--- src/rtl/pipeline_mod_sub_pkg.sv ---
// pipeline_mod_sub shared types and widths.
// Word width, address width and FSM state encoding.
package pipeline_mod_sub_pkg;

  localparam int DATA_WIDTH = 32;
  localparam int TOTAL_BITS = 256;
  localparam int ADDR_WIDTH = 32;

  typedef enum logic [1:0] {
    S_IDLE  = 2'd0,
    S_SUB   = 2'd1,
    S_DRAIN = 2'd2,
    S_DONE  = 2'd3
  } state_e;

endpackage

--- src/rtl/pipeline_mod_sub_if.sv ---
// pipeline_mod_sub bus: start/count, operand reads,
// difference writes and completion status.
interface pipeline_mod_sub_if #(
  parameter int DATA_WIDTH = pipeline_mod_sub_pkg::DATA_WIDTH
);
  import pipeline_mod_sub_pkg::*;

  logic                  sub_start;
  logic [ADDR_WIDTH-1:0] word_cnt;
  logic                  read_en;
  logic [ADDR_WIDTH-1:0] read_addr;
  logic [DATA_WIDTH-1:0] s_word;
  logic [DATA_WIDTH-1:0] m_word;
  logic                  result_valid;
  logic [ADDR_WIDTH-1:0] result_addr;
  logic [DATA_WIDTH-1:0] result;
  logic                  sub_complete;
  logic                  sel_diff;

  modport master (
    input  sub_start, word_cnt, s_word, m_word,
    output read_en, read_addr, result_valid,
    output result_addr, result, sub_complete,
    output sel_diff
  );

  modport slave (
    output sub_start, word_cnt, s_word, m_word,
    input  read_en, read_addr, result_valid,
    input  result_addr, result, sub_complete,
    input  sel_diff
  );

endinterface

--- src/rtl/pipeline_mod_sub.sv ---
// pipeline_mod_sub: multi-word S - M with rippled borrow,
// two-cycle read-to-write latency, sel_diff = (S >= M).
module pipeline_mod_sub #(
  parameter int DATA_WIDTH = pipeline_mod_sub_pkg::DATA_WIDTH
) (
  input  logic               CLK,
  input  logic               RST_N,
  pipeline_mod_sub_if.master bus
);
  import pipeline_mod_sub_pkg::*;

  state_e                state_q, state_d;
  logic [ADDR_WIDTH-1:0] n_q, n_d;
  logic [ADDR_WIDTH-1:0] k_q, k_d;
  logic                  drain_q, drain_d;
  logic                  rd1_q, rd2_q;
  logic [ADDR_WIDTH-1:0] a1_q, a2_q;
  logic                  borrow_q;
  logic [DATA_WIDTH-1:0] res_q;
  logic                  sel_q;
  logic [DATA_WIDTH:0]   diff;
  logic                  rd_en;
  logic                  go;
  logic                  zero_go;
  logic                  last1;
  logic [ADDR_WIDTH-1:0] n_m1;

  assign n_m1  = n_q - ADDR_WIDTH'(1);
  assign rd_en = (state_q == S_SUB);
  assign last1 = rd1_q && (a1_q == n_m1);

  assign diff = {1'b0, bus.s_word}
              - {1'b0, bus.m_word}
              - {{DATA_WIDTH{1'b0}}, borrow_q};

  // next-state, word counter and drain counter
  always_comb begin
    state_d = state_q;
    n_d     = n_q;
    k_d     = k_q;
    drain_d = drain_q;
    go      = 1'b0;
    zero_go = 1'b0;
    unique case (state_q)
      S_IDLE: begin
        if (bus.sub_start) begin
          n_d = bus.word_cnt;
          k_d = '0;
          if (bus.word_cnt == '0) begin
            zero_go = 1'b1;
            state_d = S_DONE;
          end else begin
            go      = 1'b1;
            state_d = S_SUB;
          end
        end
      end
      S_SUB: begin
        if (k_q == n_m1) begin
          k_d     = '0;
          drain_d = 1'b0;
          state_d = S_DRAIN;
        end else begin
          k_d = k_q + ADDR_WIDTH'(1);
        end
      end
      S_DRAIN: begin
        drain_d = ~drain_q;
        if (drain_q) state_d = S_DONE;
      end
      S_DONE:  state_d = S_IDLE;
      default: state_d = S_IDLE;
    endcase
  end

  // FSM state, latched count and counters
  always_ff @(posedge CLK or negedge RST_N) begin
    if (!RST_N) begin
      state_q <= S_IDLE;
      n_q     <= '0;
      k_q     <= '0;
      drain_q <= 1'b0;
    end else begin
      state_q <= state_d;
      n_q     <= n_d;
      k_q     <= k_d;
      drain_q <= drain_d;
    end
  end

  // read-to-write alignment, borrow chain, result and select
  always_ff @(posedge CLK or negedge RST_N) begin
    if (!RST_N) begin
      rd1_q    <= 1'b0;
      rd2_q    <= 1'b0;
      a1_q     <= '0;
      a2_q     <= '0;
      borrow_q <= 1'b0;
      res_q    <= '0;
      sel_q    <= 1'b0;
    end else begin
      rd1_q <= rd_en;
      rd2_q <= rd1_q;
      a1_q  <= k_q;
      a2_q  <= a1_q;
      if (go) begin
        borrow_q <= 1'b0;
      end else if (rd1_q) begin
        borrow_q <= diff[DATA_WIDTH];
      end
      if (rd1_q) res_q <= diff[DATA_WIDTH-1:0];
      if (zero_go) begin
        sel_q <= 1'b1;
      end else if (last1) begin
        sel_q <= ~diff[DATA_WIDTH];
      end
    end
  end

  assign bus.read_en      = rd_en;
  assign bus.read_addr    = k_q;
  assign bus.result_valid = rd2_q;
  assign bus.result_addr  = a2_q;
  assign bus.result       = res_q;
  assign bus.sub_complete = (state_q == S_DONE);
  assign bus.sel_diff     = sel_q;

endmodule

--- src/flat_wrapper.sv ---
// flat-port wrapper written by rule: the top's interface ports become plain ports
module pipeline_mod_sub_flat import pipeline_mod_sub_pkg::*;
#(
  parameter int DATA_WIDTH = pipeline_mod_sub_pkg::DATA_WIDTH
)
  (CLK, RST_N, bus_sub_start, bus_word_cnt, bus_s_word, bus_m_word, bus_read_en, bus_read_addr, bus_result_valid, bus_result_addr, bus_result, bus_sub_complete, bus_sel_diff);
  pipeline_mod_sub_if #(.DATA_WIDTH(DATA_WIDTH)) bus_i ();
  input  logic CLK;
  input  logic RST_N;
  input wire logic [$bits(bus_i.sub_start)-1:0] bus_sub_start;
  input wire logic [$bits(bus_i.word_cnt)-1:0] bus_word_cnt;
  input wire logic [$bits(bus_i.s_word)-1:0] bus_s_word;
  input wire logic [$bits(bus_i.m_word)-1:0] bus_m_word;
  output wire logic [$bits(bus_i.read_en)-1:0] bus_read_en;
  output wire logic [$bits(bus_i.read_addr)-1:0] bus_read_addr;
  output wire logic [$bits(bus_i.result_valid)-1:0] bus_result_valid;
  output wire logic [$bits(bus_i.result_addr)-1:0] bus_result_addr;
  output wire logic [$bits(bus_i.result)-1:0] bus_result;
  output wire logic [$bits(bus_i.sub_complete)-1:0] bus_sub_complete;
  output wire logic [$bits(bus_i.sel_diff)-1:0] bus_sel_diff;
  assign bus_i.sub_start = bus_sub_start;
  assign bus_i.word_cnt = bus_word_cnt;
  assign bus_i.s_word = bus_s_word;
  assign bus_i.m_word = bus_m_word;
  assign bus_read_en = bus_i.read_en;
  assign bus_read_addr = bus_i.read_addr;
  assign bus_result_valid = bus_i.result_valid;
  assign bus_result_addr = bus_i.result_addr;
  assign bus_result = bus_i.result;
  assign bus_sub_complete = bus_i.sub_complete;
  assign bus_sel_diff = bus_i.sel_diff;
  pipeline_mod_sub #(.DATA_WIDTH(DATA_WIDTH)) u_core (.CLK(CLK), .RST_N(RST_N), .bus(bus_i));
endmodule
--- config.mk ---
export PLATFORM = sky130hd
export DESIGN_NAME = pipeline_mod_sub_flat
export DESIGN_NICKNAME = d
export VERILOG_FILES = /design/src/rtl/pipeline_mod_sub_pkg.sv /design/src/rtl/pipeline_mod_sub_if.sv /design/src/rtl/pipeline_mod_sub.sv /design/src/flat_wrapper.sv
export SDC_FILE = /design/constraint.sdc
export NUM_CORES = 1
export LEC_CHECK = 0
export BUFFER_PORTS_ARGS = -buffer_cell sky130_fd_sc_hd__clkbuf_2
export CORE_MARGIN = 5
export CORE_UTILIZATION = 30
export CTS_BUF_LIST = sky130_fd_sc_hd__clkbuf_4 sky130_fd_sc_hd__clkbuf_8
export CTS_CLUSTER_SIZE = 14
export DETAILED_ROUTE_END_ITERATION = 10
export PLACE_DENSITY_LB_ADDON = 0.08
export REMOVE_ABC_BUFFERS = 1
export SLEW_MARGIN = 20
export SYNTH_ARGS = -nofsm -noshare
export SYNTH_HDL_FRONTEND = slang
export SYNTH_SLANG_ARGS = --single-unit
--- constraint.sdc ---
create_clock -name CLK -period 4.91 [get_ports CLK]
set_clock_uncertainty 0.05 [all_clocks]
set_input_delay 0.491 -clock CLK [delete_from_list [all_inputs] [get_ports CLK]]
set_output_delay 0.491 -clock CLK [all_outputs]
set_load 0.005 [all_outputs]
==> flow_summary.json, run 1 <==
{
  "ctsHoldBuffers": 1,
  "syn_area_per_cell_um2": 9.55,
  "power_leakage_nw": 5.96,
  "yosysWarnings": 0,
  "cp-end-kind": "register",
  "die_h_um": 199,
  "cts_max_level": 4,
  "crit_required_ns": 5.21,
  "placed_area_mm2": 0.0122,
  "portBuffers": 198,
  "rsz0062_at_grt": "no",
  "p_per_area_mw_per_mm2": 455,
  "finalWirelength_um": 33500,
  "drt_iter0_markers": 449,
  "clk_path_buf_depth": 2,
  "antennaDiodeCount": 0,
  "min_period_ns": 3.96,
  "dpl.hpwl_um": 26100,
  "fin_setup_tns_ns": 0,
  "holdWs_ns": 0.209,
  "post_route_cells_drive_above_1_share": 0.249,
  "first_global_vias": 8875,
  "synth_edf_count": 0,
  "maxCapViolCount": 0,
  "insertion_delay_ns": 0.48,
  "clockRootBuffer": "clkbuf_8",
  "cts_made_buffers": 17,
  "area.growth.synth_to_final_pct": 17.8,
  "fp-row-count": 69,
  "cts_sinks": 167,
  "synth_seq_cells": 167,
  "clk_pin_slew_ns": 0.09,
  "critPathKind": "reg2reg",
  "yosys_most_used_dff": "dfrtp_1",
  "vdd_drop_max_v": 0.000190,
  "max_slew_margin": 0.390,
  "startpoint_type": "register",
  "status": "finished clean",
  "netlist_instances": 1119,
  "io-pin-count": 199,
  "synth.distinct_cells": 76,
  "tritoncts": "yes",
  "antenna_found_initial": 1,
  "yosysMostFrequentCell": "dfrtp_1",
  "drtPass1Iterations": 5,
  "synth_commonest_cells": "dfrtp_1, inv_1, nor2_1, ha_1, nand2_1",
  "track_usage": 0.171,
  "cts-resized-gates": 0,
  "hold_viol": 0,
  "synthTopCellsByArea": "dfrtp_1, ha_1, mux2_2, xnor2_1, xor2_1",
  "drcViolationCount": 0,
  "finish.net_count": 1468,
  "start_util": 0.302,
  "ant_nets": 0,
  "finalWeightedCongestion": 0.911,
  "critPathMaxFanout": 29,
  "synth.top_cell.area_share": 0.391,
  "grt-ovfl-total": 0,
  "finalCritPeriodShare": 0.806,
  "dieArea_mm2": 0.0395,
  "ys_seq_area_frac": 0.391,
  "netlist_area_mm2": 0.0107,
  "grt_pass1_wl_um": 52100,
  "detail_route.wl_per_cell_um": 18.9,
  "postCtsSetupRepairBufs": 0,
  "max_freq_ghz": 0.253,
  "dpl.cell_count": 1740,
  "hold_class": "in2reg",
  "setup-violations-final": 0,
  "die_w_um": 199,
  "fin_area_mm2": 0.0126,
  "vias": 8697,
  "grt_max_degree": 90,
  "crit_arrival_ns": 4.25,
  "async_flop_share": 1.00,
  "fillers": 3720,
  "worst_pin_slew_ns": 0.907,
  "fin_cells": 1772,
  "slew_violations": 0,
  "fp.coreArea_mm2": 0.0354,
  "yosys.area.top_type": "dfrtp_1",
  "avgViaCountPerCell": 4.91
}
==> metrics by stage <==
step	total power, W	setup slack, ns	utilization
final	0.00572	0.954	0.356
after global placement	0.00472	0.902	0.344
after global routing	0.00617	0.655	0.356
after CTS	0.00583	0.941	0.356
after floorplan	0.00370	0.997	-
after detailed placement	0.00469	0.857	0.344
==> worst max-delay path, cell delays in order, from the launching register on <==
cell      delay, ns
dfrtp_1        0.47
inv_1          0.09
ha_1           0.35
or4b_1         0.66
nor4_2         0.54
mux2i_1        0.25
o311a_1        0.17
o211ai_1       0.08
nor4_1         0.35
a31oi_4        0.24
nor2_2         0.12
buf_4          0.35
nor2_1         0.10
==> worst paths after layout <==
path	start	to	slack, ns	cells after the start
min in group asynchronous	RST_N	u_core.bus.result_addr[15]	0.53	2
worst max-delay path	u_core.n_q[0]	u_core.bus.read_addr[12]	0.95	12
worst max register to register	u_core.n_q[0]	u_core.bus.read_addr[12]	0.95	12
max in group asynchronous	RST_N	u_core.rd1_q	3.30	3
worst min register to register	u_core.a1_q[17]	u_core.bus.result_addr[17]	0.35	0
worst min-delay path	bus_word_cnt[3]	u_core.n_q[3]	0.21	2
==> flip-flops by register name, summed over array words and instances, names as in the netlist <==
signal	flops
u_core.a1_q	32
u_core.bus.result	32
u_core.n_q	32
u_core.rd1_q	1
u_core.state_q	2
u_core.drain_q	1
u_core.bus.result_addr	32
u_core.bus.result_valid	1
u_core.borrow_q	1
u_core.bus.sel_diff	1
u_core.bus.read_addr	32
==> routing by layer <==
layer / vias up / share of wire / track usage
met5: - / 0.00039 / 0
met3: 41 / 0.047 / 0.0410
met2: 218 / 0.48 / 0.280
met4: 2 / 0.023 / 0.0532
li1: 4280 / - / -
met1: 4156 / 0.45 / 0.224
==> layout make-up <==
cell class	instances	area, um^2	area share
Tap cell	461	577	0.0458
Inverter	116	435	0.0346
Clock inverter	8	123	0.00974
Sequential cell	167	4180	0.332
Multi-Input combinational cell	783	5850	0.465
Clock buffer	23	292	0.0232
Timing Repair Buffer	214	1130	0.0900
==> logic make-up after synthesis <==
| family | share of synthesized area |
|---|---|
| flip-flops | 0.391 |
| XOR/XNOR | 0.0969 |
| adder cells (fa/ha/maj) | 0.0834 |
| multiplexers | 0.0707 |
| AND/OR/NAND/NOR | 0.179 |
| AO/OA/AOI/OAI | 0.117 |
| buffers and inverters | 0.0619 |
==> power breakdown <==
group,switching [W],internal [W]
clock network,0.000538,0.000548
registers,0.000521,0.00170
logic,0.00129,0.00113
==> cell usage in the layout, fill, tap and decap left out, types with 16 or more instances in the layout <==
cell	netlist	routed
nand2b_1	21	21
xnor2_1	60	60
clkbuf_2	2	197
ha_1	68	68
o21ai_0	33	33
nor4_1	17	17
inv_1	116	116
mux2_2	60	60
a21oi_1	44	44
nor3_1	23	23
nand2_1	62	62
xor2_1	53	53
nand3_1	34	34
dfrtp_1	167	166
clkbuf_8	0	19
nor2_1	87	87
a21o_1	16	16
Note: power is estimated with default switching activity, not from simulation.
==> run 2: changes to the inputs <==
Settings changed: ABC_AREA from default to 1.
Clock period 4.91 ns to 3.8 ns, I/O delays scaled along.
==> run 2 against run 1 <==
Compared with the run above: via count rose by 11%; die area shrank 0.42%; sequential power up 16%; design area rose by 0.12%; critical path depth rose by 3; core utilization rose by 0.13 points; register-to-register slack worse by 0.19 ns; total power up 18%; cell count is 18% higher; flip-flop and latch count is the same; synthesized area shrank 0.44%; critical endpoint is now u_core.borrow_q; largest cell class unchanged.
==> flow_summary.json, run 2 <==
{
  "grt_max_degree": 98,
  "p_per_area_mw_per_mm2": 535,
  "synth.distinct_cells": 40,
  "rr_startpoint": "u_core.borrow_q",
  "min_period_ns": 3.04,
  "insertion_delay_ns": 0.49,
  "critPathKind": "reg2reg",
  "die_h_um": 198,
  "hold_class": "in2reg",
  "grtUsageMet3": 0.0274,
  "synth_seq_cells": 167,
  "die_w_um": 198,
  "max_slew_margin": 0.441,
  "grtUsageMet1": 0.238,
  "fin_cells": 2096,
  "slew_violations": 0,
  "grt_most_used_layer": "met2",
  "path_cells": "inv_1 -> fa_1 -> fa_1 -> inv_1 -> nand2_1 -> a21oi_1 -> o21ai_0 -> a21boi_0 -> o21ai_0 -> nand3_1 -> nand3_1 -> nand2_1 -> nand2_1 -> o211ai_1 -> inv_1",
  "first_global_vias": 9761,
  "tritoncts": "yes",
  "status": "finished clean",
  "drt_iter0_markers": 462,
  "track_usage": 0.181,
  "final_cell_mix": "nand2_1, inv_1, clkbuf_2",
  "crit_arrival_ns": 3.37,
  "met2_usage": 0.311,
  "grt_pass1_wl_um": 54700,
  "clockRootBuffer": "clkbuf_8",
  "crit_start": "u_core.borrow_q",
  "cts_made_buffers": 17,
  "netlist_area_mm2": 0.0106,
  "clk_path_buf_depth": 2,
  "yosysWarnings": 0,
  "critPathMaxFanout": 3,
  "fin_area_mm2": 0.0126,
  "fp.coreArea_mm2": 0.0353,
  "max_freq_ghz": 0.329,
  "antenna_found_initial": 0,
  "finalCritPeriodShare": 0.800,
  "dpl.hpwl_um": 28400,
  "holdWs_ns": 0.0880,
  "worst_pin_slew_ns": 0.832,
  "fillers": 3835,
  "drtPass1Iterations": 5,
  "start_util": 0.301,
  "dieArea_mm2": 0.0393,
  "finalWirelength_um": 35400,
  "syn_area_per_cell_um2": 7.50,
  "cts_max_level": 4,
  "finalWeightedCongestion": 0.884,
  "portBuffers": 198,
  "power_leakage_nw": 6.51,
  "vdd_drop_max_v": 0.000262,
  "yosys.area.top_type": "dfrtp_1",
  "netlist_instances": 1419,
  "maxCapViolCount": 0,
  "post_route_cells_drive_above_1_share": 0.166,
  "placed_area_mm2": 0.0122,
  "yosysMostFrequentCell": "nand2_1",
  "startpoint_type": "register",
  "finish.net_count": 1790,
  "io-pin-count": 199,
  "detail_route.wl_per_cell_um": 16.9,
  "ys_seq_area_frac": 0.393,
  "synth_edf_count": 0,
  "cts-resized-gates": 0,
  "dpl.cell_count": 2062,
  "setup-violations-final": 0,
  "crit_required_ns": 4.13,
  "cpPeakStageDelay_ns": 0.41,
  "crit_path_top_delay_cell": "fa_1",
  "synth_commonest_cells": "nand2_1, inv_1, dfrtp_1, nor2_1",
  "area.growth.synth_to_final_pct": 18.4,
  "synth.top_cell.area_share": 0.393,
  "avgViaCountPerCell": 4.62,
  "cp-end-kind": "register",
  "ant_nets": 0,
  "cts_sinks": 167,
  "rsz0062_at_grt": "no",
  "min_from": "bus_word_cnt[29]",
  "synthTopCellsByArea": "dfrtp_1, nand2_1, ha_1, inv_1, nor2_1",
  "drcViolationCount": 0,
  "async_flop_share": 1.00,
  "grt-ovfl-total": 0,
  "yosys_most_used_dff": "dfrtp_1",
  "fin_setup_tns_ns": 0,
  "hold_viol": 0,
  "vias": 9679,
  "fp-row-count": 69,
  "clk_pin_slew_ns": 0.09,
  "final_common_cell": "nand2_1"
}
-- run 2: stage by stage --
stage / power [W] / util / worst slack [ns]
CTS: 0.00686 / 0.357 / 0.701
global placement: 0.00539 / 0.345 / 0.601
floorplan: 0.00430 / - / -0.0366
finish: 0.00674 / 0.357 / 0.759
detailed placement: 0.00540 / 0.345 / 0.558
global route: 0.00734 / 0.357 / 0.418
-- run 2: critical path, delay by kind of cell, from the launching register on --
family	cells	cell delay (ns)
flip-flops	1	0.33
AND/OR/NAND/NOR	5	0.46
AO/OA/AOI/OAI	5	1.13
buffers and inverters	3	0.19
adder cells (fa/ha/maj)	2	0.78
-- run 2: path summary, 6_finish.rpt --
check | end | slack, ns | depth (start not counted)
worst max-delay path | u_core.borrow_q | 0.76 | 15
worst min-delay path | u_core.n_q[29] | 0.09 | 3
worst max register to register | u_core.borrow_q | 0.76 | 15
worst min register to register | u_core.bus.result_addr[19] | 0.35 | 0
max in group asynchronous | u_core.bus.read_addr[24] | 2.48 | 3
min in group asynchronous | u_core.bus.result[9] | 0.32 | 2
-- run 2: repair_timing --
item / CTS / global route
hold buffers: 1 / 0
setup buffers: 0 / 0
endpoints found under the hold margin: 37 / 0
-- run 2: layer usage --
| layer | vias to the layer above | share of wire |
|---|---|---|
| li1 | 4938 | - |
| met2 | 188 | 0.49 |
| met3 | 23 | 0.037 |
| met5 | - | 0 |
| met4 | 0 | 0.017 |
| met1 | 4530 | 0.46 |
-- run 2: cells by family after synthesis --
family	share of synthesized area
fa+ha+maj	0.0837
flops	0.393
simple gates	0.274
xor+xnor	0.0680
buf+inv	0.0874
compound gates	0.0942
-- run 2: final cells by class --
type,instances,area (um^2),share of cell area
clock buffer,18,248,0.0197
sequential,167,4180,0.332
tap,461,577,0.0458
clock inverter,14,174,0.0138
inverter,215,807,0.0641
multi-input combinational,1013,5530,0.439
antenna,1,2.50,0.000199
timing repair buffer,207,1080,0.0857
-- run 2: report_power, final --
group          internal, W  total [W]  switching (W)
Clock             0.000673    0.00142       0.000748
Sequential         0.00217    0.00257       0.000401
Combinational      0.00100    0.00275        0.00175
Total              0.00385    0.00674        0.00290
==> run 3: changes to the inputs <==
Settings changed: ABC_AREA 1 to 0.
Clock period 3.8 ns to 2.77 ns, I/O delays scaled along.
==> run 3 against run 2 <==
Compared with the run above: the run now ends with setup timing left; via count rose by 0.25%; combinational power rose by 150%; die area rose by 0.42%; maximum frequency fell by 5.5%; global-route usage rose by 0.39 points; total power rose by 80%; flip-flop and latch count did not move; cell count fell by 2.6%; critical path depth fell by 3; largest power group unchanged.
==> flow_summary.json, run 3 (synthesis results as in run 1) <==
{
  "status": "complete, but fails checks",
  "violations": "setup timing",
  "clockRootBuffer": "clkbuf_8",
  "power_frac_comb": 0.557,
  "fp.coreArea_mm2": 0.0354,
  "hold_class": "in2reg",
  "finalWeightedCongestion": 0.847,
  "hold_depth": 2,
  "crit_arrival_ns": 3.55,
  "fillers": 3597,
  "min_period_ns": 3.22,
  "io-pin-count": 199,
  "start_util": 0.302,
  "final_common_cell": "buf_4",
  "finalCritPeriodShare": 1.16,
  "intPower_w": 0.00736,
  "avgViaCountPerCell": 4.75,
  "drcViolationCount": 0,
  "cts_max_level": 4,
  "first_global_vias": 10042,
  "detail_route.wl_per_cell_um": 17.9,
  "max_freq_ghz": 0.311,
  "track_usage": 0.185,
  "cp-end-kind": "register",
  "seq_area_mm2": 0.00418,
  "drtPass1Iterations": 4,
  "setup-violations-final": 57,
  "grt_pass1_wl_um": 56900,
  "grtUsageMet1": 0.242,
  "clk_pin_slew_ns": 0.09,
  "fp-row-count": 69,
  "critPathKind": "reg2reg",
  "grt_max_degree": 60,
  "portBuffers": 198,
  "final_cell_mix": "buf_4, clkbuf_2, dfrtp_1",
  "maxCapViolCount": 0,
  "r2r_setup_slack_ns": -0.45,
  "vdd_drop_max_v": 0.000381,
  "finish.net_count": 1737,
  "clkPwrFrac": 0.157,
  "tritoncts": "yes",
  "drt_iter0_markers": 433,
  "hold_viol": 0,
  "insertion_delay_ns": 0.49,
  "worst_slack_ns": -0.449,
  "p_sw_w": 0.00477,
  "vias": 9703,
  "dpl.cell_count": 1951,
  "power_leakage_nw": 7.58,
  "area.growth.synth_to_final_pct": 46.2,
  "cts_made_buffers": 17,
  "max_slew_margin": 0.556,
  "ff2ff_path_depth": 12,
  "die_w_um": 199,
  "crit_required_ns": 3.10,
  "post_route_cells_drive_above_1_share": 0.418,
  "dieArea_mm2": 0.0395,
  "swShare": 0.393,
  "grt_most_used_layer": "met2",
  "critPathMaxFanout": 9,
  "cts_sinks": 167,
  "grt-ovfl-total": 0,
  "met2_usage": 0.312,
  "startpoint_type": "register",
  "slew_violations": 0,
  "p_per_area_mw_per_mm2": 776,
  "grtUsageMet3": 0.0318,
  "rsz0062_at_grt": "yes",
  "clk_path_buf_depth": 2,
  "multi_input_area_mm2": 0.00663,
  "fin_cells": 2042,
  "dpl.hpwl_um": 28500,
  "antenna_found_initial": 1,
  "die_h_um": 199,
  "pwr-share-seq": 0.286,
  "place_ws_ns": -0.961,
  "finalWirelength_um": 36500,
  "ant_nets": 0,
  "worst_pin_slew_ns": 0.665
}
## run 3: final timing paths
check	from	end
worst max register to register	u_core.n_q[17]	u_core.bus.sel_diff
worst min-delay path	bus_word_cnt[19]	u_core.n_q[19]
worst max-delay path	u_core.n_q[17]	u_core.bus.sel_diff
worst min register to register	u_core.a1_q[0]	u_core.bus.result_addr[0]
min in group asynchronous	RST_N	u_core.n_q[11]
max in group asynchronous	RST_N	u_core.bus.read_addr[24]
## run 3: power groups by stage
| stage | Sequential [W] | Clock, W | Combinational [W] |
|---|---|---|---|
| 2_1_floorplan | 0.00380 | 0 | 0.00275 |
| 3_3_place_gp | 0.00351 | 0 | 0.00587 |
| 3_5_place_dp | 0.00351 | 0 | 0.00587 |
| 4_1_cts | 0.00348 | 0.00200 | 0.00659 |
| 5_1_grt | 0.00355 | 0.00207 | 0.00734 |
| 6_report | 0.00347 | 0.00190 | 0.00676 |
## run 3: timing repair
item / in CTS / in global routing
gates resized for setup: 137 / 58
pin swaps: 63 / 37
setup buffers: 25 / 11
hold buffers: 32 / 0
endpoints found under the setup margin: 63 / 61
hold endpoints to repair: 87 / 0
## run 3: area by class of cell
| type | instances | share of cell area |
|---|---|---|
| multi-input cells | 783 | 0.424 |
| flip-flops and latches | 167 | 0.268 |
| repair buffers | 483 | 0.217 |
| well taps | 461 | 0.0369 |
| inverters | 116 | 0.0279 |
| clock buffers | 23 | 0.0179 |
| clock inverters | 8 | 0.00801 |
| diodes | 1 | 0.000160 |
## run 3: layer usage
layer / up-vias / part of all wire
met5: - / 0
met4: 0 / 0.023
met3: 39 / 0.039
met2: 192 / 0.49
met1: 4665 / 0.45
li1: 4807 / -
## run 3: metrics by stage
stage | total power, W | cell area [um^2] | hold WS (ns) | utilization | setup TNS, ns
after floorplan | 0.00656 | 10500 | -0.0686 | - | -41.11
after global placement | 0.00939 | 13800 | 0.271 | 0.389 | -35.42
after detailed placement | 0.00938 | 13800 | 0.276 | 0.389 | -36.82
after CTS | 0.0121 | 15300 | 0.000113 | 0.431 | -18.62
after global routing | 0.0130 | 15600 | 0.0199 | 0.441 | -25.71
final | 0.0121 | 15600 | 0.0585 | 0.441 | -17.46
## run 3: critical path: stages, from the launching register on
cell	delay [ns]
dfrtp_1	0.42
buf_4	0.20
nor3_1	0.33
nand3_4	0.13
buf_6	0.15
nor4_4	0.31
buf_4	0.18
o211ai_1	0.08
o211a_1	0.13
a2111o_1	0.44
nor4_4	0.37
mux2i_1	0.23
nand2_1	0.07
